File: config.mk
export PLATFORM = sky130hd
export DESIGN_NAME = pc_unit_ras
export DESIGN_NICKNAME = d
export VERILOG_FILES = /design/src/rtl/pc_unit_ras.sv
export SDC_FILE = /design/constraint.sdc
export NUM_CORES = 1
export LEC_CHECK = 0
export ABC_AREA = 1
export CAP_MARGIN = 25
export CORE_MARGIN = 2
export CORE_UTILIZATION = 30
export DETAILED_ROUTE_END_ITERATION = 12
export GPL_TIMING_DRIVEN = 0
export PLACE_DENSITY = 0.54
export SLEW_MARGIN = 15
export SYNTH_ARGS = -nofsm -noshare
export SYNTH_HDL_FRONTEND = slang
export SYNTH_SLANG_ARGS = --single-unit
File: constraint.sdc
create_clock -name clk -period 3.4 [get_ports clk]
set_input_delay 1.02 -clock clk [delete_from_list [all_inputs] [get_ports clk]]
set_output_delay 1.02 -clock clk [all_outputs]
set_load 0.05 [all_outputs]
File: src/rtl/pc_unit_ras.sv
// Program-counter unit with stall, relative branch, indirect jump and a circular
// return-address stack for call/return. Drives the instruction-memory address.
module pc_unit_ras #(
  parameter int WORD_SIZE   = 16,
  parameter int TARGET_BITS = 12,
  parameter int RAS_DEPTH   = 4,
  parameter logic [WORD_SIZE-1:0] RESET_VECTOR = '0
) (
  input  logic                           clk,
  input  logic                           reset,
  input  logic                           stall,
  input  logic                           jump,
  input  logic [TARGET_BITS-1:0]         jump_target,
  input  logic                           jump_reg,
  input  logic [WORD_SIZE-1:0]           reg_target,
  input  logic                           branch_taken,
  input  logic [WORD_SIZE-1:0]           branch_offset,
  input  logic                           call,
  input  logic                           ret,
  output logic [WORD_SIZE-1:0]           inst_addr,
  output logic [$clog2(RAS_DEPTH):0]     ras_count,
  output logic                           ras_overflow,
  output logic                           ras_underflow
);

  localparam int PTR_W = $clog2(RAS_DEPTH);
  localparam int CNT_W = PTR_W + 1;
  localparam logic [WORD_SIZE-1:0] PC_ONE     = WORD_SIZE'(1);
  localparam logic [PTR_W-1:0]     PTR_ONE    = PTR_W'(1);
  localparam logic [CNT_W-1:0]     CNT_ONE    = CNT_W'(1);
  localparam logic [CNT_W-1:0]     FULL_COUNT = CNT_W'(RAS_DEPTH);

  logic [WORD_SIZE-1:0] stack [RAS_DEPTH];
  logic [PTR_W-1:0]     top_ptr;
  logic [PTR_W-1:0]     pop_ptr;
  logic [WORD_SIZE-1:0] pc_plus_one;
  logic [WORD_SIZE-1:0] next_pc;
  logic                 ras_empty;
  logic                 ras_full;
  logic                 do_push;

  // top_ptr names the slot the next push writes; when full that slot holds the oldest entry.
  assign pop_ptr     = top_ptr - PTR_ONE;
  assign pc_plus_one = inst_addr + PC_ONE;
  assign ras_empty   = (ras_count == '0);
  assign ras_full    = (ras_count == FULL_COUNT);
  assign do_push     = call & (jump | jump_reg) & ~ret;

  always_comb begin
    next_pc = pc_plus_one;
    if (ret) begin
      next_pc = ras_empty ? reg_target : stack[pop_ptr];
    end else if (jump_reg) begin
      next_pc = reg_target;
    end else if (jump) begin
      next_pc = {inst_addr[WORD_SIZE-1:TARGET_BITS], jump_target};
    end else if (branch_taken) begin
      next_pc = pc_plus_one + branch_offset;
    end
  end

  always_ff @(posedge clk) begin
    if (reset) begin
      inst_addr     <= RESET_VECTOR;
      ras_count     <= '0;
      top_ptr       <= '0;
      ras_overflow  <= 1'b0;
      ras_underflow <= 1'b0;
    end else if (!stall) begin
      inst_addr <= next_pc;
      if (ret) begin
        if (ras_empty) begin
          ras_underflow <= 1'b1;
        end else begin
          ras_count <= ras_count - CNT_ONE;
          top_ptr   <= pop_ptr;
        end
      end else if (do_push) begin
        top_ptr <= top_ptr + PTR_ONE;
        if (ras_full) begin
          ras_overflow <= 1'b1;
        end else begin
          ras_count <= ras_count + CNT_ONE;
        end
      end
    end
  end

  // Stack storage needs no reset: entries are only read while ras_count marks them valid.
  always_ff @(posedge clk) begin
    if (!reset && !stall && do_push) begin
      stack[top_ptr] <= pc_plus_one;
    end
  end

endmodule

# Word level (Yosys, flattened, before mapping)
# Memories as Yosys holds them, arrays and structs flattened.
# Cells that the tools add are included.
# W data, S select, Z words.
[totals]
elab_cells = 47
reg_bits = 23
in_bits = 52
mem_count = 1
ram_bits = 64
[memory_table]
columns = ["name", "depth", "width", "rd", "rd_ports_with_merged_regs", "wr", "line_no", "source"]
rows = [
  ["stack", 4, 16, 1, 0, 1, "33", "logic [WORD_SIZE-1:0] stack [RAS_DEPTH];"],
]
[classes]
muxes = 14
n_reduce_logical = 11
n_addsub = 6
eq_ne = 4
n_bitwise = 5
[ops]
columns = ["cell", "count"]
rows = [
  ["$mux W16", 5],
  ["$add A16 B1 Y16 const B", 1],
  ["$add A16 B16 Y16", 1],
  ["$mux W3", 4],
  ["$reduce_and A4 Y1", 2],
  ["$mux W2", 3],
  ["$reduce_and A3 Y1", 2],
  ["$ne A2 B2 Y1 const B", 2],
  ["$add A3 B1 Y3 const B", 1],
  ["$eq A3 B3 Y1 const B", 1],
  ["$logic_not A3 Y1", 1],
  ["$ne A3 B1 Y1 const B", 1],
  ["$sub A3 B1 Y3 const B", 1],
  ["$add A2 B1 Y2 const B", 1],
  ["$and A1 B1 Y1", 2],
  ["$logic_and A1 B1 Y1", 2],
  ["$logic_not A1 Y1", 2],
  ["$mux W1", 2],
  ["$not A1 Y1", 2],
  ["$reduce_and A2 Y1", 1],
  ["$reduce_bool A2 Y1", 1],
  ["$sub A2 B1 Y2 const B", 1],
  ["$or A1 B1 Y1", 1],
]

# Depth between registers and ports, before layout
# Gate-level depths: netlist of run 1.
[logic_depth]
ltp_word = 6
ltp_mapped = 22

# Least setup slack after synthesis of run 1
# No wires, ideal clock.
[synth_timing]
kind = "register -> register"
start = "register inst_addr[1]"
end = "register inst_addr[13]"
stages_incl_launch_ff = 22
t_arrival_ns = 2.664
path_buffers = 0
period_less_slack_ns = 2.786
required_ns = 3.278
slack_ns = 0.614
path_cell_list = "dfxtp_1 ha_1 nand2_1 inv_1 nand2_1 nor2_1 nand2_1 nand2_1 inv_1 ha_1 nand2_1 inv_1 a21oi_1 nor2_1 nor2_1 nand2_1 nand2_1 nand3_1 nand2_1 nand2_1 nand2_1 a21oi_2"
[synth_between]
elab_chain_cells = 6
[synth_rtl]
columns = ["element", "line_no", "source"]
rows = [
  ["start: declaration", "20", "output logic [WORD_SIZE-1:0] inst_addr,"],
  ["start signal: assignment", "70", "inst_addr <= next_pc;"],
  ["$add A16 B1 Y16", "44", "assign pc_plus_one = inst_addr + PC_ONE;"],
  ["net pc_plus_one[8]", "36", "logic [WORD_SIZE-1:0] pc_plus_one;"],
  ["$add A16 B16 Y16", "58", "next_pc = pc_plus_one + branch_offset;"],
  ["$mux W16", "57", "end else if (branch_taken) begin"],
  ["$mux W16", "55", "end else if (jump) begin"],
  ["$mux W16", "53", "end else if (jump_reg) begin"],
  ["$mux W16", "51", "if (ret) begin"],
]
# The timed path passes the listed nets, and every way through them passes these cells. The select of a mux whose other input is x is not followed.
# A chain may end at the register's enable or synchronous reset.

# Worst setup path after layout of run 1
[layout_timing]
start = "register inst_addr[0]"
end = "register inst_addr[11]"
# Same word-level chain as after synthesis.

==> results of run 1 <==
## flip-flops by register name, summed over array words and instances (netlist names)
signal         count
stack             64
inst_addr         16
ras_overflow       1
ras_underflow      1
ras_count          3
top_ptr            2
## final timing paths
check	slack [ns]	end	startpoint	cells past startpoint
worst max-delay path	0.29	inst_addr[11]$_SDFFE_PP0N_	inst_addr[0]$_SDFFE_PP0N_	16
worst min-delay path	0.48	ras_overflow$_SDFFE_PP0P_	ras_overflow$_SDFFE_PP0P_	2
worst max register to register	0.29	inst_addr[11]$_SDFFE_PP0N_	inst_addr[0]$_SDFFE_PP0N_	16
worst min register to register	0.48	ras_overflow$_SDFFE_PP0P_	ras_overflow$_SDFFE_PP0P_	2
## kinds of logic (layout without fill, tap and decap cells)
group | count (synthesis) | count (layout) | synth area share
adder cells (fa/ha/maj) | 25 | 25 | 0.06075
flip-flops | 87 | 87 | 0.4415
XOR/XNOR | 13 | 13 | 0.02249
buffers and inverters | 108 | 200 | 0.08370
AND/OR/NAND/NOR | 274 | 274 | 0.2170
AO/OA/AOI/OAI | 162 | 162 | 0.1746
## placed cells by master (no fill, tap or decap), types with 2 or more instances in the layout
cell type / n
nand2_1: 149
inv_1: 81
clkdlybuf4s50_1: 72
o21ai_0: 69
edfxtp_1: 64
nor2_1: 58
a21oi_1: 37
nand3_1: 31
ha_1: 23
dfxtp_1: 23
o221ai_1: 15
a31oi_1: 14
clkbuf_1: 13
xor2_1: 10
or2_2: 9
clkbuf_16: 9
nand4_1: 7
buf_2: 7
o211ai_1: 7
nor2_2: 6
o21ai_1: 6
nand3_2: 4
nand2_2: 4
buf_6: 4
o21bai_1: 4
clkinv_1: 3
buf_1: 3
nor3_1: 2
a21o_1: 2
a21oi_2: 2
xnor2_1: 2
o22ai_1: 2
fa_1: 2
## metrics by stage
| stage | utilization | total power, mW | instances |
|---|---|---|---|
| 2_1_floorplan | - | 1.747 | 669 |
| 3_3_place_gp | 0.3602 | 2.056 | 970 |
| 3_5_place_dp | 0.3644 | 2.061 | 974 |
| 4_1_cts | 0.3790 | 2.934 | 990 |
| 5_1_grt | 0.3790 | 3.062 | 990 |
| 6_report | 0.3790 | 2.934 | 990 |
## critical path: cells and delay by family, from the launching register on
family          cells  cell delay, ns
compound gates      2            0.19
xor+xnor            2            0.78
fa+ha+maj           1            0.41
buf+inv             1            0.05
flops               1            0.47
simple gates       10            1.09
## synth_stat cells
cell type	count	area share
fa_1	2	0.0074
nand2_2	4	0.0046
o21ai_2	1	0.0016
inv_1	81	0.056
a21oi_1	37	0.034
o21ai_1	6	0.0056
dfxtp_1	23	0.085
or2_2	9	0.010
a311oi_1	1	0.0016
ha_1	23	0.053
a31oi_1	14	0.016
nor2_1	62	0.043
a221oi_1	1	0.0016
nand3b_1	1	0.0014
o21ai_0	69	0.064
xor2_1	10	0.016
xnor2_1	2	0.0032
o22ai_1	2	0.0023
edfxtp_1	64	0.36
xnor2_2	1	0.0030
nand3_2	4	0.0074
buf_6	2	0.0042
nand4_1	7	0.0081
o221ai_1	15	0.024
clkbuf_8	1	0.0025
dlymetal6s2s_1	1	0.0023
nand3b_2	1	0.0021
buf_2	7	0.0065
nor2_2	2	0.0023
buf_1	3	0.0021
a21oi_2	2	0.0032
and2_1	1	0.0012
nor3_1	2	0.0019
clkinv_1	2	0.0014
inv_2	1	0.00069
buf_4	1	0.0014
nand2_1	149	0.10
clkbuf_1	9	0.0063
o21bai_1	4	0.0056
nor2_4	1	0.0021
o211ai_1	7	0.0097
a31o_2	1	0.0016
nand3_1	31	0.029
a21o_1	2	0.0028
## layer usage
layer / part of all wire / global-route usage / up-vias
met5: 0 / 0 / -
met4: 0.019 / 0.05747 / 0
met3: 0.037 / 0.02044 / 17
met2: 0.50 / 0.3314 / 122
met1: 0.45 / 0.2393 / 2274
li1: - / - / 2452
## cell type report
cell class                 count  area (µm²)  share of cell area
timing repair buffer          76       785.8              0.1166
multi-input combinational    474        2572              0.3817
buffer                        24       136.4             0.02024
tap                          229       286.5             0.04252
clock inverter                 3       20.02            0.002971
sequential                    87        2382              0.3535
inverter                      84       315.3             0.04679
clock buffer                  13       240.2             0.03565
## power by group through the flow
stage	combinational (mW)	sequential, mW	clock [mW]
floorplan	0.443	1.30	0
global placement	0.815	1.24	0
detailed placement	0.819	1.24	0
CTS	0.823	1.22	0.892
global route	0.908	1.22	0.932
finish	0.826	1.22	0.890
==> metrics.cfg, run 1 <==
[power_and_ir_drop]
power.internal_mw = 1.962
netSwitchingPower_mw = 0.9723
p_leak_nw = 2.774
power_density_nw_per_um2 = 435.4
clock_power_share = 0.303
p_comb_frac = 0.281
max-vdd-ir-drop_v = 0.0002378
power.share.sequential = 0.415
power.share.switching = 0.3314

[global_routing]
global_route.usage.total = 0.1867
antenna_found_initial = 0
grt_max_degree = 14
grt_first_pass_wirelength_um = 27230
grt_overflow_total = 0
grt_pass1_vias = 4734

[worst_setup_path]
worstPathMaxFanout = 7
cp_data_required_time_ns = 3.62
critPathMostFrequentCell = nand2_1
cp-end-kind = flip-flop
startpoint_type = flip-flop
crit_type = flip-flop to flip-flop
critical-path-slowest-cell = xor2_1
arrival_ns = 3.33
cp_cell_sequence = nand3_2, nor2_2, xor2_1, ha_1, nand2_1, inv_1, a21oi_1, nand2_1, nand2_1, nand2_1, xnor2_1, nand2_1, nand2_1, nand2_1, nand2_1, a21oi_1
critPathMaxStageDelay_ns = 0.65

[synth]
synth_nets = 746
yosys_register_bits = 87
synth_cell_types = 44
synth.avg_cell_area_um2 = 8.066
netlist_area_um2 = 5396
yosysWarnings = 0
netlist_instances = 669
synth_seq_area_share = 0.4415

[sta]
fin_hold_ws_ns = 0.4776
period_needed_ns = 3.111
worst_pin_slew_ns = 0.7853
final_max_slew_viol_count = 0
setup_viol = 0
max_freq_mhz = 321.5
relSlewSlack = 0.4747
grt_setup_unrepaired = false
period_share = 0.9149
fin_skew_ns = 0.005887
tns_ns = 0
hold_violations = 0
timing.final.ws_setup_ns = 0.2894

[detailed_routing]
drc_errors = 0
drtIter0Drc = 372
wl_per_cell_um = 18.11
drt_first_pass_iters = 4
drtAntennaViolNets = 0
viasPerCell = 4.914
vias = 4865
wirelength_um = 17930

[run_status]
status = complete, no violations

[floorplan]
ioPinCount = 73
row_count = 49
die_w_um = 138.1
die-area_um2 = 19080
initial_core_util = 0.3035
core_um2 = 17780
die_h_um = 138.1

[clocking]
cts.htree.levels = 3
cts_sinks = 87
postCtsSetupBuffers = 0
clock-root-buffer = clkbuf_16
cts_resized = 0
cts_max_path_buffers = 2
hold_buffers = 0
cts_tree = built
cts.reportedPaths.clkPinSlew_ns = 0.06
cts_made_buffers = 9
clk_latency_ns = 0.34

[placement]
pre_cts_slack_ns = -0.1071
placed_cell_area_um2 = 6479
port_buffers = 72
dpl.hpwl_um = 14120
gp_congestion = 0.8464

[final_layout]
layout-drive-gt1-share = 0.07490
synthToLayoutAreaGrowth_pct = 24.88
n_antenna_cell = 0
num-nets-final = 833
fill_cells = 1870
stdcell_area_um2 = 6739

[min_path]
hp-class = flip-flop to flip-flop

[flow_run]
max_cap_violations = 0

(Power assumes the default switching activity.)
==> inputs of run 2 (changes only) <==
CORE_UTILIZATION = 48   (was 30)
PLACE_DENSITY = 0.76   (was 0.54)
==> run 2 against run 1 <==
Net effect: non-clock buffer count fell by 1; critical path depth decreased by 10; final cell count is 9.1% lower; sequential power hardly changed; via count is 6.1% higher; sequential share of layout area up 0.99 points; flip-flop and latch count did not move; total power down 3.2%; utilization grew 22 points; final area is 2.6% lower; hold slack worse by 0.0097 ns; highest routed layer unchanged; global-route usage grew 10 points.
==> metrics.cfg, run 2 (synthesized netlist as in run 1, its figures left out) <==
[final_layout]
synthToLayoutAreaGrowth_pct = 21.61  ; was 24.88%
fill_cells = 957  ; was 1,870
layout_common_cells = nand2_1 (149), inv_1 (81), clkdlybuf4s50_1 (72)  ; unchanged
reg_top3 = stack (64), inst_addr (16), ras_count (3)  ; unchanged
largest-register = stack  ; unchanged
final_common_cell = nand2_1  ; unchanged
largest_reg_flops = 64  ; unchanged
regArea_um2 = 2385  ; was 2382 µm²
fin_cells = 900  ; was 990
n_antenna_cell = 0  ; unchanged
layout-drive-gt1-share = 0.07895  ; was 0.07490
num-nets-final = 832  ; was 833
multi_input_area_um2 = 2572  ; unchanged

[clocking]
cts_sinks = 87  ; unchanged
postCtsSetupBuffers = 0  ; unchanged
cts.htree.levels = 3  ; unchanged
cts.reportedPaths.clkPinSlew_ns = 0.10  ; was 0.06 ns
clock-root-buffer = clkbuf_8  ; was clkbuf_16
cts_max_path_buffers = 2  ; unchanged
clk_latency_ns = 0.37  ; was 0.34 ns
hold_buffers = 0  ; unchanged
cts_made_buffers = 9  ; unchanged
cts_tree = built  ; unchanged

[power_and_ir_drop]
max-vdd-ir-drop_v = 0.0002703  ; was 0.0002378 V
p_leak_nw = 2.749  ; was 2.774 nW
power_density_nw_per_um2 = 432.8  ; was 435.4 nW/µm²
power_mw = 2.840  ; was 2.934 mW

[detailed_routing]
viasPerCell = 5.737  ; was 4.914
wirelength_um = 16630  ; was 17,930 µm
vias = 5163  ; was 4,865
wl_per_cell_um = 18.47  ; was 18.11 µm
drtAntennaViolNets = 0  ; unchanged
drc_errors = 0  ; unchanged
drt_first_pass_iters = 5  ; was 4
drtIter0Drc = 524  ; was 372

[global_routing]
grt_first_pass_wirelength_um = 25630  ; was 27,230 µm
antenna_found_initial = 0  ; unchanged
grt_overflow_total = 0  ; unchanged
grt_pass1_vias = 4961  ; was 4,734
grt_max_degree = 17  ; was 14
global_route.usage.total = 0.2864  ; was 0.1867

[floorplan]
die-area_um2 = 12110  ; was 19,080 µm²
initial_core_util = 0.4956  ; was 0.3035
core_um2 = 10890  ; was 17,780 µm²
die_w_um = 110.0  ; was 138.1 µm
row_count = 38  ; was 49
die_h_um = 110.0  ; was 138.1 µm
ioPinCount = 73  ; unchanged

[worst_setup_path]
arrival_ns = 3.14  ; was 3.33 ns
cp_data_required_time_ns = 3.38  ; was 3.62 ns
crit_type = input port to flip-flop  ; was flip-flop to flip-flop
startpoint_type = input port  ; was flip-flop
cp-end-kind = flip-flop  ; unchanged
worstPathMaxFanout = 16  ; was 7

[run_status]
status = complete, no violations  ; unchanged

[placement]
port_buffers = 72  ; unchanged
dpl.hpwl_um = 12570  ; was 14,120 µm
gp_congestion = 0.9665  ; was 0.8464
dp.cells = 884  ; was 974

[flow_run]
max_cap_violations = 0  ; unchanged

[sta]
final_max_slew_viol_count = 0  ; unchanged
setup_viol = 0  ; unchanged
grt_setup_unrepaired = false  ; unchanged
worst_pin_slew_ns = 0.8585  ; was 0.7853 ns
hold_violations = 0  ; unchanged
period_needed_ns = 3.157  ; was 3.111 ns
tns_ns = 0  ; unchanged
max_freq_mhz = 316.7  ; was 321.5 MHz
relSlewSlack = 0.4271  ; was 0.4747
period_share = 0.9286  ; was 0.9149
fin_skew_ns = 0.02136  ; was 0.005887 ns

[min_path]
hp-class = flip-flop to flip-flop  ; unchanged

==> run 2: final timing paths <==
path	end	slack, ns	startpoint	depth (start not counted)
worst min register to register	ras_overflow$_SDFFE_PP0P_	0.47	ras_overflow$_SDFFE_PP0P_	2
worst max-delay path	stack[2][10]$_DFFE_PP_	0.24	jump_reg	6
worst max register to register	inst_addr[11]$_SDFFE_PP0N_	0.29	inst_addr[2]$_SDFFE_PP0N_	16
worst min-delay path	ras_overflow$_SDFFE_PP0P_	0.47	ras_overflow$_SDFFE_PP0P_	2
==> run 2: routing by layer <==
metal  GRT usage  routed length [µm]  vias to the layer above
met2      0.4571                7770                      305
met5           0                   0                        -
li1            -                   -                     2449
met3     0.04821                1574                       55
met1      0.3845                6612                     2354
met4      0.1239                 667                        0
==> run 2: power by group <==
part | leakage, nW | total, mW | switching (mW) | internal [mW]
logic | 1.86 | 0.837 | 0.549 | 0.288
registers | 0.780 | 1.22 | 0.0390 | 1.18
clock network | 0.106 | 0.786 | 0.375 | 0.412
total | 2.75 | 2.84 | 0.963 | 1.88
==> run 2: area by class of cell <==
class,count,share of cell area
Clock inverter,6,0.01296
Sequential cell,87,0.3634
Multi-Input combinational cell,474,0.3920
Clock buffer,10,0.01945
Tap cell,140,0.02669
Inverter,84,0.04805
Timing Repair Buffer,75,0.1167
Buffer,24,0.02078
==> run 2: timing repair <==
action | 4_1_cts | 5_1_grt
setup endpoints to repair | 0 | 1
hold endpoints to repair | 0 | 0
resized for setup | 0 | 2
==> run 2: per-stage QoR <==
| step | utilization | cell area, µm² | hold slack (ns) | setup slack, ns |
|---|---|---|---|---|
| after floorplan | - | 5396 | 0.4988 | 0.6136 |
| after global placement | 0.5779 | 6292 | 0.4465 | -0.5376 |
| after detailed placement | 0.5830 | 6347 | 0.4526 | -0.1090 |
| after CTS | 0.6025 | 6560 | 0.4759 | 0.2515 |
| after global routing | 0.6027 | 6563 | 0.5088 | 0.01643 |
| final | 0.6027 | 6563 | 0.4678 | 0.2426 |
==> run 2: worst max-delay path, cell delays in order <==
cell and delay (ns):
clkdlybuf4s50_1 0.50, inv_1 0.16, nand2_2 0.23, nand4_1 0.13, or2_2 0.39, nor2_2 0.68
